`src/rtl/sr_flag_arbiter_pkg.sv`:
```
// Shared definitions for the SR flag arbiter: op encoding and op field width.
package sr_arb_pkg;

    localparam int OPW = 2;

    typedef logic [OPW-1:0] op_t;

    localparam op_t OP_NOP = 2'b00;
    localparam op_t OP_SET = 2'b01;
    localparam op_t OP_RST = 2'b10;
    localparam op_t OP_BAD = 2'b11;

endpackage

```
`src/rtl/sr_flag_arbiter_if.sv`:
```
// Request/grant bus between control agents and the SR flag arbiter.
interface sr_flag_arbiter_if
    import sr_arb_pkg::*;
#(
    parameter int NREQ   = 4,
    parameter int NFLAGS = 8,
    parameter int IDXW   = $clog2(NFLAGS)
);

    logic [NREQ-1:0]      req;
    logic [OPW*NREQ-1:0]  op;
    logic [IDXW*NREQ-1:0] flag_idx;
    logic [NREQ-1:0]      gnt;
    logic                 err;
    logic [NFLAGS-1:0]    flags;
    logic                 busy;

    modport master (
        output req, op, flag_idx,
        input  gnt, err, flags, busy
    );

    modport slave (
        input  req, op, flag_idx,
        output gnt, err, flags, busy
    );

endinterface

```
`src/rtl/sr_flag_arbiter_rr_pick.sv`:
```
// Combinational round-robin picker: first eligible requester after 'last', wrapping.
module rr_pick #(
    parameter  int NREQ = 4,
    localparam int PW   = $clog2(NREQ)
) (
    input  logic [NREQ-1:0] eligible,
    input  logic [PW-1:0]   last,
    output logic            valid,
    output logic [PW-1:0]   pick
);

    // Rotate so bit 0 is the requester just after the last winner.
    logic [NREQ-1:0] rot;
    assign rot = NREQ'({eligible, eligible} >> (int'(last) + 1));

    // Lowest set bit of the rotated vector wins; map the offset back to an index.
    always_comb begin
        valid = 1'b0;
        pick  = '0;
        for (int k = NREQ - 1; k >= 0; k--) begin
            if (rot[k]) begin
                valid = 1'b1;
                pick  = PW'((int'(last) + 1 + k) % NREQ);
            end
        end
    end

endmodule

```
`src/rtl/sr_flag_arbiter.sv`:
```
// SR flag bank shared by NREQ requesters; one round-robin granted op per clock.
module sr_flag_arbiter
    import sr_arb_pkg::*;
#(
    parameter int NREQ   = 4,
    parameter int NFLAGS = 8,
    parameter int IDXW   = $clog2(NFLAGS)
) (
    input logic              clk,
    input logic              rst,
    sr_flag_arbiter_if.slave bus
);

    localparam int PW = $clog2(NREQ);

    logic [PW-1:0]     last;
    logic [NREQ-1:0]   eligible;
    logic              pick_valid;
    logic [PW-1:0]     pick;
    op_t               sel_op;
    logic [IDXW-1:0]   sel_idx;
    logic              sel_err;
    logic              sel_write;
    logic [NREQ-1:0]   gnt_next;
    logic [NFLAGS-1:0] flags_next;

    // A requester granted this cycle is masked so it cannot be served twice while it drops req.
    assign eligible = bus.req & ~bus.gnt;

    rr_pick #(.NREQ(NREQ)) u_pick (
        .eligible (eligible),
        .last     (last),
        .valid    (pick_valid),
        .pick     (pick)
    );

    // Select the winner's op and target, and build the one-hot grant.
    always_comb begin
        sel_op   = OP_NOP;
        sel_idx  = '0;
        gnt_next = '0;
        for (int i = 0; i < NREQ; i++) begin
            if (pick_valid && (pick == PW'(i))) begin
                sel_op      = bus.op[OPW*i +: OPW];
                sel_idx     = bus.flag_idx[IDXW*i +: IDXW];
                gnt_next[i] = 1'b1;
            end
        end
        sel_err   = pick_valid && ((sel_op == OP_BAD) || (int'(sel_idx) >= NFLAGS));
        sel_write = pick_valid && !sel_err && ((sel_op == OP_SET) || (sel_op == OP_RST));
    end

    // Apply the granted SET/RESET to the addressed flag; everything else leaves the bank alone.
    always_comb begin
        flags_next = bus.flags;
        for (int f = 0; f < NFLAGS; f++) begin
            if (sel_write && (sel_idx == IDXW'(f))) begin
                flags_next[f] = (sel_op == OP_SET);
            end
        end
    end

    // Registered outputs and round-robin pointer; reset restores requester 0 as highest priority.
    always_ff @(posedge clk) begin
        if (rst) begin
            bus.gnt   <= '0;
            bus.err   <= 1'b0;
            bus.busy  <= 1'b0;
            bus.flags <= '0;
            last      <= PW'(NREQ - 1);
        end else begin
            bus.gnt   <= gnt_next;
            bus.err   <= sel_err;
            bus.busy  <= |bus.req;
            bus.flags <= flags_next;
            if (pick_valid) begin
                last <= pick;
            end
        end
    end

endmodule

```
`src/flat_wrapper.sv`:
```
// flat-port wrapper written by rule: the top's interface ports become plain ports
module sr_flag_arbiter_flat import sr_arb_pkg::*;
#(
    parameter int NREQ   = 4,
    parameter int NFLAGS = 8,
    parameter int IDXW   = $clog2(NFLAGS)
)
  (clk, rst, bus_req, bus_op, bus_flag_idx, bus_gnt, bus_err, bus_flags, bus_busy);
  sr_flag_arbiter_if #(.NREQ(NREQ), .NFLAGS(NFLAGS), .IDXW(IDXW)) bus_i ();
  input logic clk;
  input logic rst;
  input wire logic [$bits(bus_i.req)-1:0] bus_req;
  input wire logic [$bits(bus_i.op)-1:0] bus_op;
  input wire logic [$bits(bus_i.flag_idx)-1:0] bus_flag_idx;
  output wire logic [$bits(bus_i.gnt)-1:0] bus_gnt;
  output wire logic [$bits(bus_i.err)-1:0] bus_err;
  output wire logic [$bits(bus_i.flags)-1:0] bus_flags;
  output wire logic [$bits(bus_i.busy)-1:0] bus_busy;
  assign bus_i.req = bus_req;
  assign bus_i.op = bus_op;
  assign bus_i.flag_idx = bus_flag_idx;
  assign bus_gnt = bus_i.gnt;
  assign bus_err = bus_i.err;
  assign bus_flags = bus_i.flags;
  assign bus_busy = bus_i.busy;
  sr_flag_arbiter #(.NREQ(NREQ), .NFLAGS(NFLAGS), .IDXW(IDXW)) u_core (.clk(clk), .rst(rst), .bus(bus_i));
endmodule
```
`config.mk`:
```
export PLATFORM = sky130hd
export DESIGN_NAME = sr_flag_arbiter_flat
export DESIGN_NICKNAME = d
export VERILOG_FILES = /design/src/rtl/sr_flag_arbiter_pkg.sv /design/src/rtl/sr_flag_arbiter_if.sv /design/src/rtl/sr_flag_arbiter_rr_pick.sv /design/src/rtl/sr_flag_arbiter.sv /design/src/flat_wrapper.sv
export SDC_FILE = /design/constraint.sdc
export NUM_CORES = 1
export LEC_CHECK = 0
export CAP_MARGIN = 20
export CORE_UTILIZATION = 25
export DETAILED_ROUTE_END_ITERATION = 6
export DONT_BUFFER_PORTS = 1
export HOLD_SLACK_MARGIN = 0.1
export PLACE_DENSITY_LB_ADDON = 0.15
export SLEW_MARGIN = 20
export SYNTH_ARGS = -nofsm -noshare
export SYNTH_HDL_FRONTEND = slang
export SYNTH_SLANG_ARGS = --single-unit
```
`constraint.sdc`:
```
create_clock -name clk -period 2.7 [get_ports clk]
set_clock_uncertainty 0.05 [all_clocks]
set_input_delay 0.405 -clock clk [delete_from_list [all_inputs] [get_ports clk]]
set_output_delay 0.405 -clock clk [all_outputs]
set_load 0.005 [all_outputs]
```
==> metrics.md <==
| Metric | Value |
|---|---|
| Pre-Repair DR Iteration Count | 4 |
| Site Rows | 22 |
| N_diodes | 0 |
| Vias | ~900 |
| Peak Freq | about 370 MHz |
| Run status | finished, final reports clean |
| Worst endpoint data arrival time | around 2800 ps |
| Final worst setup slack | 15.0 ps |
| Post-Synthesis Cells | 110 |
| Post-synthesis cell area | just over 1000 sq um |
| Fin. max-slew vios | 0 |
| Synth Flop Type | dfxtp_1 |
| Post-synth ARST share | 0% |
| GRT Residual Overflow | 0 |
| Port bufs | 0 |
| Register area share after synthesis | 31.1% |
| Slew headroom | 60.2% |
| Mean Syn Cell Area | 9.35 sq um |
| Final WL | 2710 um |
| Crit-path max cell delay | 370 ps |
| VDD IR max | 0.274 mV |
| Final hold violations | 0 |
| Power Density | 706 nW/um^2 |
| Final Critical Period | 2690 ps |
| Post-synth top area cell | dfxtp_1 |
| Tcrit/Tclk final | 99.4% |
| Number of buffers created by CTS | 3 |
| Initial drt markers | 28 |
| Clk Latency, worst-skew pair | 250 ps |
| Max-cap violation count | 0 |
| Largest net degree at the start of global routing | 18 |
| Vias/cell | 5.23 |
| DR WL/cell | 15.7 um |
| Net Count, Synth | 138 |
| Final setup fails | 0 |
| P&R area growth vs syn | 29.7% |
| Post-synth EDFFs | 0 |
| CTS tree | built |
| Yosys Warn Count | 0 |
| Hold_buf cts | 0 |
| Lkg Pwr | roughly 0.51 nW |
| Die Y | 66.1 um |
| Setup TNS | 0 ps |
| H-tree depth | 1 |
| Worst hold path type | in2reg |
| Area contributors post-synth | dfxtp_1, mux2i_1, nand2b_1 |
| Design area | 1330 sq um |
| Hold path cells | 1 |
| Vias in the first global route | just under 900 |
| Critical path fanouts, max | 6 |
| Die W | 66.1 um |
| CP required | 2780 ps |
| Fillers | 389 |
| Crit-path slowest cell | dfxtp_4 |
| Post-Layout Cell Count | 173 |
| Setup crit start kind | flop |
| First-pass GRT wire length | 4460 um |
| NumNets Final | 154 |
| R2R cell count | 12 |
| Worst Setup End Kind | flop |
| Global Route Usage Sum | 13.6% |
| Hold Slack | 168 ps |
| Clock Sinks | 16 |
| Post-CTS setup buffer count | 0 |
| Fraction of final layout cells sized beyond drive strength 1 | a little under two fifths |
| Core ar. | 3800 sq um |
| Placed standard-cell area | roughly 1200 sq um |
| RSZ-0062 raised after global routing | yes |
| Synth top area share | 31.1% |
| Clk slew on worst S/H paths | 70 ps |
| Worst-margin pin slew | 597 ps |
| Count leader, synth | dfxtp_1 |
| Hpwl dp | approximately 2100 um |
| Starting Density | 27.1% |
| DRC viols | 0 |
| CP Cell Sequence | nor4b_4 > a21oi_4 > and2_4 > nand2_1 > nand2_1 > a221o_1 > ha_1 > nor3b_4 > nor3b_4 > buf_4 > nand3_2 > mux2i_1 |
| Placed cells | 169 |
| #FFs+latches synth | 16 |
| Gpl congestion | between 0.8 and 0.9 |
| Commonest cells post-synth | dfxtp_1, nand2b_1, mux2i_1, nand2_1 |
| Antenna-violating nets left | 0 |
| Root Driver | clkbuf_8 |
| Die ar. | 4370 sq um |
| Library cells used by synthesis | 43 |
| Top Ports | 40 |
| Initial antenna violation count | 0 |
| Worst slack, placed | 23.2 ps |
| Max clock buf depth | 2 |
| CP Class | reg2reg |
## flip-flops by register name, summed over array words and instances (netlist names)
signal	flops
u_core.bus.busy	1
u_core.last	2
u_core.bus.gnt	4
u_core.bus.flags	8
u_core.bus.err	1
## final timing paths
check                                     end                              from  slack, ps
max          u_core.bus.flags[2]$_SDFFE_PP0P_       u_core.last[0]$_SDFFE_PP1P_         10
min              u_core.bus.gnt[1]$_SDFF_PP0_                               rst        170
max reg2reg  u_core.bus.flags[2]$_SDFFE_PP0P_       u_core.last[0]$_SDFFE_PP1P_         10
min reg2reg  u_core.bus.flags[5]$_SDFFE_PP0P_  u_core.bus.flags[5]$_SDFFE_PP0P_        440
## metrics by stage
step                util, %  total power [mW]
floorplan                 -             0.560
global placement       31.4             0.672
detailed placement     31.4             0.671
CTS                    32.8             0.890
global route           35.1              1.01
finish                 35.1             0.942
## area by class of cell
| class | count | area, sq um | area share (%) |
|---|---|---|---|
| Tap cell | 48 | 60.1 | 4.50 |
| Multi-Input combinational cell | 89 | 777 | 58.3 |
| Inverter | 2 | 7.51 | 0.563 |
| Clock buffer | 4 | 55.1 | 4.13 |
| Timing Repair Buffer | 14 | 105 | 7.88 |
| Sequential cell | 16 | 329 | 24.7 |
## routing by layer
| metal | vias to the layer above | routed length [um] | GRT usage [%] | part of all wire [%] |
|---|---|---|---|---|
| met2 | 34 | 1150 | 20.2 | 43 |
| li1 | 439 | - | - | - |
| met1 | 427 | 1290 | 18.5 | 48 |
| met3 | 4 | 228 | 3.97 | 8.4 |
| met4 | 0 | 34 | 4.79 | 1.3 |
| met5 | - | 0 | 0 | 0 |
## power breakdown
part           leakage (nW)  switching [mW]  internal (mW)
clock                0.0288          0.0895          0.129
sequential            0.131          0.0279          0.264
combinational         0.348           0.213          0.219
total                 0.508           0.330          0.612
## placed cells by master (no fill, tap or decap), drive strengths merged, types with 3 or more instances in the layout
cell	n
o21ai	4
nand2b	13
a211oi	3
dfxtp	16
mux2i	9
nor2	3
nor2b	4
clkbuf	4
nor3	6
nand2	9
nor3b	7
buf	14
## worst max-delay path: cells and delay by family, from the launching register on
kind                     cells  cell delay [ps]
AO/OA/AOI/OAI                2              400
AND/OR/NAND/NOR              7             1170
buffers and inverters        1              150
flip-flops                   1              370
adder cells (fa/ha/maj)      1              280
multiplexers                 1              130
## what timing repair did
| item | 4_1_cts | 5_1_grt |
|---|---|---|
| setup endpoints to repair | 0 | 8 |
| hold endpoints to repair | 0 | 0 |
| gates resized for setup | 0 | 20 |
## kinds of logic (layout without fill, tap and decap cells)
group,count (synthesis),in the layout,share of synthesized area (%)
AOI/OAI and AO/OA,23,23,20.3
and+or+nand+nor,53,53,32.8
adders and majority gates,2,2,2.43
muxes,11,11,11.3
DFF,16,16,31.1
buffers and inverters,5,20,1.95
No activity file was read; power rests on OpenSTA's default activity.
